$ cat src/rtl/wb_pkg.sv
// Shared types and helpers for the write-back arbiter and its result queue.
package wb_pkg;
   localparam int REG_W  = 5;
   localparam int DATA_W = 32;
   localparam int NREG   = 32;

   // One queued mul/div result; a dead entry drains without touching the RF.
   typedef struct packed {
      logic              live;
      logic [REG_W-1:0]  rd;
      logic [DATA_W-1:0] wd;
   } wb_entry_t;

   // Register-number to scoreboard mask; r0 is never reported busy.
   function automatic logic [NREG-1:0] rd_onehot(input logic [REG_W-1:0] rd);
      logic [NREG-1:0] m;
      m     = '0;
      m[rd] = 1'b1;
      m[0]  = 1'b0;
      return m;
   endfunction
endpackage

$ cat src/rtl/wb_fifo.sv
// Mul/div result queue: circular buffer with per-entry live bits, kill-by-rd
// and a flat view of live/rd for the busy scoreboard.
module wb_fifo
   import wb_pkg::*;
#(
   parameter int DEPTH = 4
) (
   input  logic                        clk,
   input  logic                        rst_n,
   input  logic                        i_push,
   input  wb_entry_t                   i_push_entry,
   input  logic                        i_pop,
   input  logic                        i_kill,
   input  logic [REG_W-1:0]            i_kill_rd,
   output wb_entry_t                   o_head,
   output logic                        o_full,
   output logic                        o_empty,
   output logic [DEPTH-1:0]            o_live,
   output logic [DEPTH-1:0][REG_W-1:0] o_rd
);
   localparam int PTR_W = (DEPTH > 1) ? $clog2(DEPTH) : 1;
   localparam int CNT_W = PTR_W + 1;

   logic [DEPTH-1:0]              r_live;
   logic [DEPTH-1:0][REG_W-1:0]   r_rd;
   logic [DEPTH-1:0][DATA_W-1:0]  r_wd;
   logic [PTR_W-1:0]              r_head;
   logic [PTR_W-1:0]              r_tail;
   logic [CNT_W-1:0]              r_count;
   logic                          w_push;
   logic                          w_pop;

   assign o_full  = (r_count == CNT_W'(DEPTH));
   assign o_empty = (r_count == '0);
   assign w_push  = i_push && !o_full;
   assign w_pop   = i_pop && !o_empty;
   assign o_head  = '{live: r_live[r_head], rd: r_rd[r_head], wd: r_wd[r_head]};
   assign o_live  = r_live;
   assign o_rd    = r_rd;

   // Control state: pointers, occupancy and live bits (kill, then pop, then push).
   always_ff @(posedge clk or negedge rst_n) begin
      if (!rst_n) begin
         r_live  <= '0;
         r_head  <= '0;
         r_tail  <= '0;
         r_count <= '0;
      end else begin
         for (int i = 0; i < DEPTH; i++) begin
            if (i_kill && (r_rd[i] == i_kill_rd)) r_live[i] <= 1'b0;
         end
         if (w_pop)  r_live[r_head] <= 1'b0;
         if (w_push) r_live[r_tail] <= i_push_entry.live;
         if (w_pop)  r_head <= r_head + 1'b1;
         if (w_push) r_tail <= r_tail + 1'b1;
         case ({w_push, w_pop})
            2'b10:   r_count <= r_count + 1'b1;
            2'b01:   r_count <= r_count - 1'b1;
            default: r_count <= r_count;
         endcase
      end
   end

   // Payload storage is written on push only; live bits guard stale contents.
   always_ff @(posedge clk) begin
      if (w_push) begin
         r_rd[r_tail] <= i_push_entry.rd;
         r_wd[r_tail] <= i_push_entry.wd;
      end
   end
endmodule

$ cat src/rtl/wb_arb.sv
// Write-back arbiter: pipeline write-back has priority over queued mul/div
// results on the single RF write port; exports a per-register busy scoreboard.
module wb_arb
   import wb_pkg::*;
#(
   parameter int DEPTH = 4
) (
   input  logic              clk,
   input  logic              rst_n,
   input  logic              p_valid,
   input  logic [REG_W-1:0]  p_rd,
   input  logic [DATA_W-1:0] p_wd,
   input  logic              m_valid,
   output logic              m_ready,
   input  logic [REG_W-1:0]  m_rd,
   input  logic [DATA_W-1:0] m_wd,
   output logic              rf_wr,
   output logic [REG_W-1:0]  rf_a3,
   output logic [DATA_W-1:0] rf_wd,
   output logic [NREG-1:0]   busy
);
   logic                        r_rf_wr;
   logic [REG_W-1:0]            r_rf_a3;
   logic [DATA_W-1:0]           r_rf_wd;
   logic                        w_p_own;
   logic                        w_push;
   logic                        w_pop;
   logic                        w_full;
   logic                        w_empty;
   wb_entry_t                   w_head;
   wb_entry_t                   w_push_entry;
   logic [DEPTH-1:0]            w_live;
   logic [DEPTH-1:0][REG_W-1:0] w_rd;

   // P owns the port whenever it targets a real register.
   assign w_p_own = p_valid && (p_rd != '0);
   assign m_ready = !w_full;
   // r0 results complete the handshake but are never stored.
   assign w_push  = m_valid && !w_full && (m_rd != '0);
   // An M result overwritten by a concurrent (younger) P write enters dead.
   assign w_push_entry = '{live: !(w_p_own && (m_rd == p_rd)), rd: m_rd, wd: m_wd};
   // Dead heads drain regardless of P; live heads wait for a free port.
   assign w_pop   = !w_empty && (!w_head.live || !w_p_own);

   wb_fifo #(.DEPTH(DEPTH)) u_fifo (
      .clk          (clk),
      .rst_n        (rst_n),
      .i_push       (w_push),
      .i_push_entry (w_push_entry),
      .i_pop        (w_pop),
      .i_kill       (w_p_own),
      .i_kill_rd    (p_rd),
      .o_head       (w_head),
      .o_full       (w_full),
      .o_empty      (w_empty),
      .o_live       (w_live),
      .o_rd         (w_rd)
   );

   // Registered RF write port; address/data hold when no write is selected.
   always_ff @(posedge clk or negedge rst_n) begin
      if (!rst_n) begin
         r_rf_wr <= 1'b0;
         r_rf_a3 <= '0;
         r_rf_wd <= '0;
      end else if (w_p_own) begin
         r_rf_wr <= 1'b1;
         r_rf_a3 <= p_rd;
         r_rf_wd <= p_wd;
      end else if (w_pop && w_head.live) begin
         r_rf_wr <= 1'b1;
         r_rf_a3 <= w_head.rd;
         r_rf_wd <= w_head.wd;
      end else begin
         r_rf_wr <= 1'b0;
      end
   end

   assign rf_wr = r_rf_wr;
   assign rf_a3 = r_rf_a3;
   assign rf_wd = r_rf_wd;

   // Busy scoreboard: OR of live queued destinations.
   always_comb begin
      busy = '0;
      for (int i = 0; i < DEPTH; i++) begin
         if (w_live[i]) busy = busy | rd_onehot(w_rd[i]);
      end
   end
endmodule

$ cat config.mk
export PLATFORM = sky130hd
export DESIGN_NAME = wb_arb
export DESIGN_NICKNAME = d
export VERILOG_FILES = /design/src/rtl/wb_pkg.sv /design/src/rtl/wb_fifo.sv /design/src/rtl/wb_arb.sv
export SDC_FILE = /design/constraint.sdc
export NUM_CORES = 1
export LEC_CHECK = 0
export ABC_AREA = 1
export BUFFER_PORTS_ARGS = -buffer_cell sky130_fd_sc_hd__clkbuf_2
export CAP_MARGIN = 40
export CORE_MARGIN = 2
export CORE_UTILIZATION = 40
export DETAILED_ROUTE_END_ITERATION = 12
export GPL_TIMING_DRIVEN = 0
export PLACE_DENSITY_LB_ADDON = 0.12
export SYNTH_ARGS = -nofsm -noshare
export SYNTH_HDL_FRONTEND = slang
export SYNTH_HIERARCHICAL = 1
export SYNTH_SLANG_ARGS = --single-unit
export TNS_END_PERCENT = 1
$ cat constraint.sdc
create_clock -name clk -period 5.4 [get_ports clk]
set_input_delay 1.08 -clock clk [delete_from_list [all_inputs] [get_ports clk]]
set_output_delay 1.08 -clock clk [all_outputs]
set_load 0.03 [all_outputs]
==> results.yml <==
global_routing:
  grt-ovfl-total: 0
  grt_max_degree: 50
  grt_pass1_wl_um: 45300
  use_met2: 0.382
  met3_usage: 0.0403
  antenna_found_initial: 1
  grtUsageTotal: 0.226
  grt_pass1_vias: 8109
  busiest_layer: "met2"
  met1_usage: 0.300
power:
  cellPowerDensity_nw_per_um2: 528
  swShare: 0.436
  power.switching_mw: 2.69
  p_seq_frac: 0.370
  ir_worst_vdd_mv: 0.310
  p_leak_nw: 5.24
  internal_power_mw: 3.47
  clkPwrFrac: 0.198
  p_comb_frac: 0.432
timing:
  min_period_over_period: 0.600
  fin_setup_tns_ns: 0
  timing.hold.ws_ns: 0.507
  finalSetupViolations: 0
  hold_viol: 0
  worst_pin_slew_ns: 0.806
  max-slew-margin-rel: 0.461
  timing.final.ws_setup_ns: 2.16
  fin_crit_ns: 3.24
  finalClockSkew_ns: 0.00723
  fmax_mhz: 309
  rsz0062_at_grt: "false"
  drv_slew: 0
critical_path:
  cp-end-kind: "output pin"
  crit_fanout: 8
  crit_arrival_ns: 2.16
  worstPathCellList: "inv_1, nand2_1, nor2_1, nand2_1, o21ai_0, inv_1, nand2_1, clkbuf_2"
  path_class: "reg2out"
  start_kind: "flop"
  crit_path_max_incr_delay_ns: 0.62
  worst_path_max_delay_cell: "nor2_1"
  required_ns: 4.32
  cp_common_cell: "nand2_1"
  ff2ff_setup_slack_ns: 2.54
drt:
  drtIter0Drc: 878
  routedWlPerCell_um: 17.7
  wirelength_um: 28900
  ant_nets: 0
  vias_per_cell: 5.14
  vias: 8364
  drc_errors: 0
  drt-pass1-iter-count: 6
place:
  dp_hpwl_um: 19600
  dp.cells: 1596
  place.gp.congestion: 0.897
  pre_cts_ws_ns: 1.83
  numPortBuffers: 147
synth:
  synthCells: 1121
  syn-cell-area_um2: 9870
  synth_warnings: 6
  synth-seq-area-share: 0.575
  synth.avg_cell_area_um2: 8.80
  synth_top_cell_by_area: "edfxtp_1"
  ys_ff_latch: 197
  synthTopCellsByArea: "edfxtp_1 45%, dfrtp_1 12%, nand2_1 10%, nor2_1 6.4%, nand3_1 5.6%"
  syn-num-nets: 1209
  yosys.area.top_type_share: 0.450
  netlist-cell-type-count: 28
finish:
  nets: 1379
  post-route-util: 0.481
  antenna_cells: 0
  fillers: 2414
  drive_gt1_frac: 0.185
  area_growth_pct: 18.3
  layout.cells.non_filler: 1628
  seq_area_um2: 5670
  multi_input_area_um2: 3490
floorplan:
  coreArea_um2: 24200
  initial_utilization: 0.407
  boundaryPins: 149
  fp-row-count: 57
  die_x_um: 161
  die_area_um2: 25900
  fp.dieH_um: 161
clocking:
  cts_resized: 0
  hold_buffers: 0
  cts_made_buffers: 17
  clock_path_buffers: 2
  clkSlewWorstSetupHoldPaths_ns: 0.07
  post_cts_buffers: 0
  htreeDepth: 4
  cts.sinks: 197
  clock_latency_ns: 0.43
  cts_tree: "yes"
  cts-root-buf: "clkbuf_16"
flow_run:
  max_cap_viol_count: 0
min_path:
  holdCritPathClass: "reg2reg"
status:
  status: "completed"
per-stage QoR:
| step | area, um2 | power, mW |
|---|---|---|
| after floorplan | 9870 | 4.05 |
| after global placement | 11000 | 4.92 |
| after detailed placement | 11100 | 4.98 |
| after CTS | 11700 | 6.20 |
| after global routing | 11700 | 6.58 |
| final | 11700 | 6.16 |
flip-flops by register name (all words and copies together), names as in the netlist:
name / flops
u_fifo/r_wd: 128
rf_wd: 32
u_fifo/o_rd: 20
rf_a3: 5
u_fifo/o_live: 4
u_fifo/r_count: 3
u_fifo/r_head: 2
u_fifo/r_tail: 2
rf_wr: 1
layer usage:
layer / wire length, um / share of wire / vias to the layer above
li1: - / - / 4090
met1: 12900 / 0.45 / 3960
met2: 13800 / 0.48 / 283
met3: 1820 / 0.063 / 29
met4: 354 / 0.012 / 2
met5: 13 / 0.00045 / -
critical path: cells and delay by family (launching register included):
| family | cells | cell delay [ns] |
|---|---|---|
| buffers and inverters | 3 | 0.33 |
| DFF | 1 | 0.46 |
| AOI/OAI and AO/OA | 1 | 0.10 |
| and+or+nand+nor | 4 | 0.84 |
final timing paths:
path / end / startpoint / cells past startpoint
worst max-delay path: busy[25] / u_fifo/o_rd[16] / 8
worst min-delay path: rf_wd[30] / rf_wd[30] / 2
worst max register to register: u_fifo/r_count[1] / u_fifo/r_head[1] / 13
worst min register to register: rf_wd[30] / rf_wd[30] / 2
max in group asynchronous: rf_wd[9] / rst_n / 1
min in group asynchronous: rf_a3[1] / rst_n / 1
layout make-up:
class                      instances  share of cell area
clock buffer                      19              0.0388
clock inverter                    13              0.0102
timing repair buffer             151              0.0707
tap                              324              0.0347
inverter                         104              0.0337
sequential                       197               0.486
buffer                            48              0.0267
multi-input combinational        772               0.299
power by group through the flow:
stage | registers [mW] | logic [mW] | clock network, mW
CTS | 2.28 | 2.67 | 1.24
detailed placement | 2.31 | 2.66 | 0
global route | 2.33 | 2.95 | 1.30
finish | 2.28 | 2.66 | 1.22
global placement | 2.32 | 2.59 | 0
floorplan | 2.55 | 1.50 | 0
cells in the mapped netlist:
cell type / instances
o22ai_1: 35
clkbuf_1: 2
buf_6: 9
or2_2: 3
fa_1: 1
inv_2: 1
ha_1: 9
inv_1: 102
nand2_2: 1
o21ai_2: 2
nand2_1: 267
o21bai_1: 1
inv_4: 1
o21ai_1: 4
xnor2_1: 3
nand4_1: 2
o21ai_0: 77
nor3_1: 13
nor2_1: 169
clkbuf_2: 4
conb_1: 1
dfrtp_1: 49
buf_2: 26
nand3_1: 110
edfxtp_1: 148
buf_4: 7
a21oi_1: 68
xor2_1: 6
cell families after synthesis:
family | synth area share
DFF | 0.575
adders and majority gates | 0.0134
other | 0.000380
buffers and inverters | 0.0714
xor gates and xnor gates | 0.00799
and+or+nand+nor | 0.232
AOI/OAI and AO/OA | 0.100
placed cells by master, fill, tap and decap left out, types with 2 or more instances in the layout:
| cell | count |
|---|---|
| ha_1 | 9 |
| clkbuf_8 | 2 |
| nand4_1 | 2 |
| buf_6 | 9 |
| clkbuf_1 | 2 |
| or2_2 | 3 |
| nor3_1 | 13 |
| o21ai_1 | 4 |
| xnor2_1 | 3 |
| clkbuf_2 | 150 |
| inv_1 | 98 |
| inv_8 | 3 |
| inv_2 | 5 |
| dfrtp_1 | 49 |
| clkinvlp_4 | 2 |
| xor2_1 | 6 |
| clkinv_2 | 2 |
| buf_4 | 7 |
| buf_2 | 26 |
| nand2_1 | 267 |
| buf_12 | 3 |
| nor2_1 | 169 |
| o21ai_2 | 2 |
| nand3_1 | 110 |
| a21oi_1 | 68 |
| clkbuf_16 | 17 |
| o21ai_0 | 77 |
| o22ai_1 | 35 |
| clkinv_4 | 5 |
| edfxtp_1 | 148 |
Note: power is estimated with default switching activity, not from simulation.
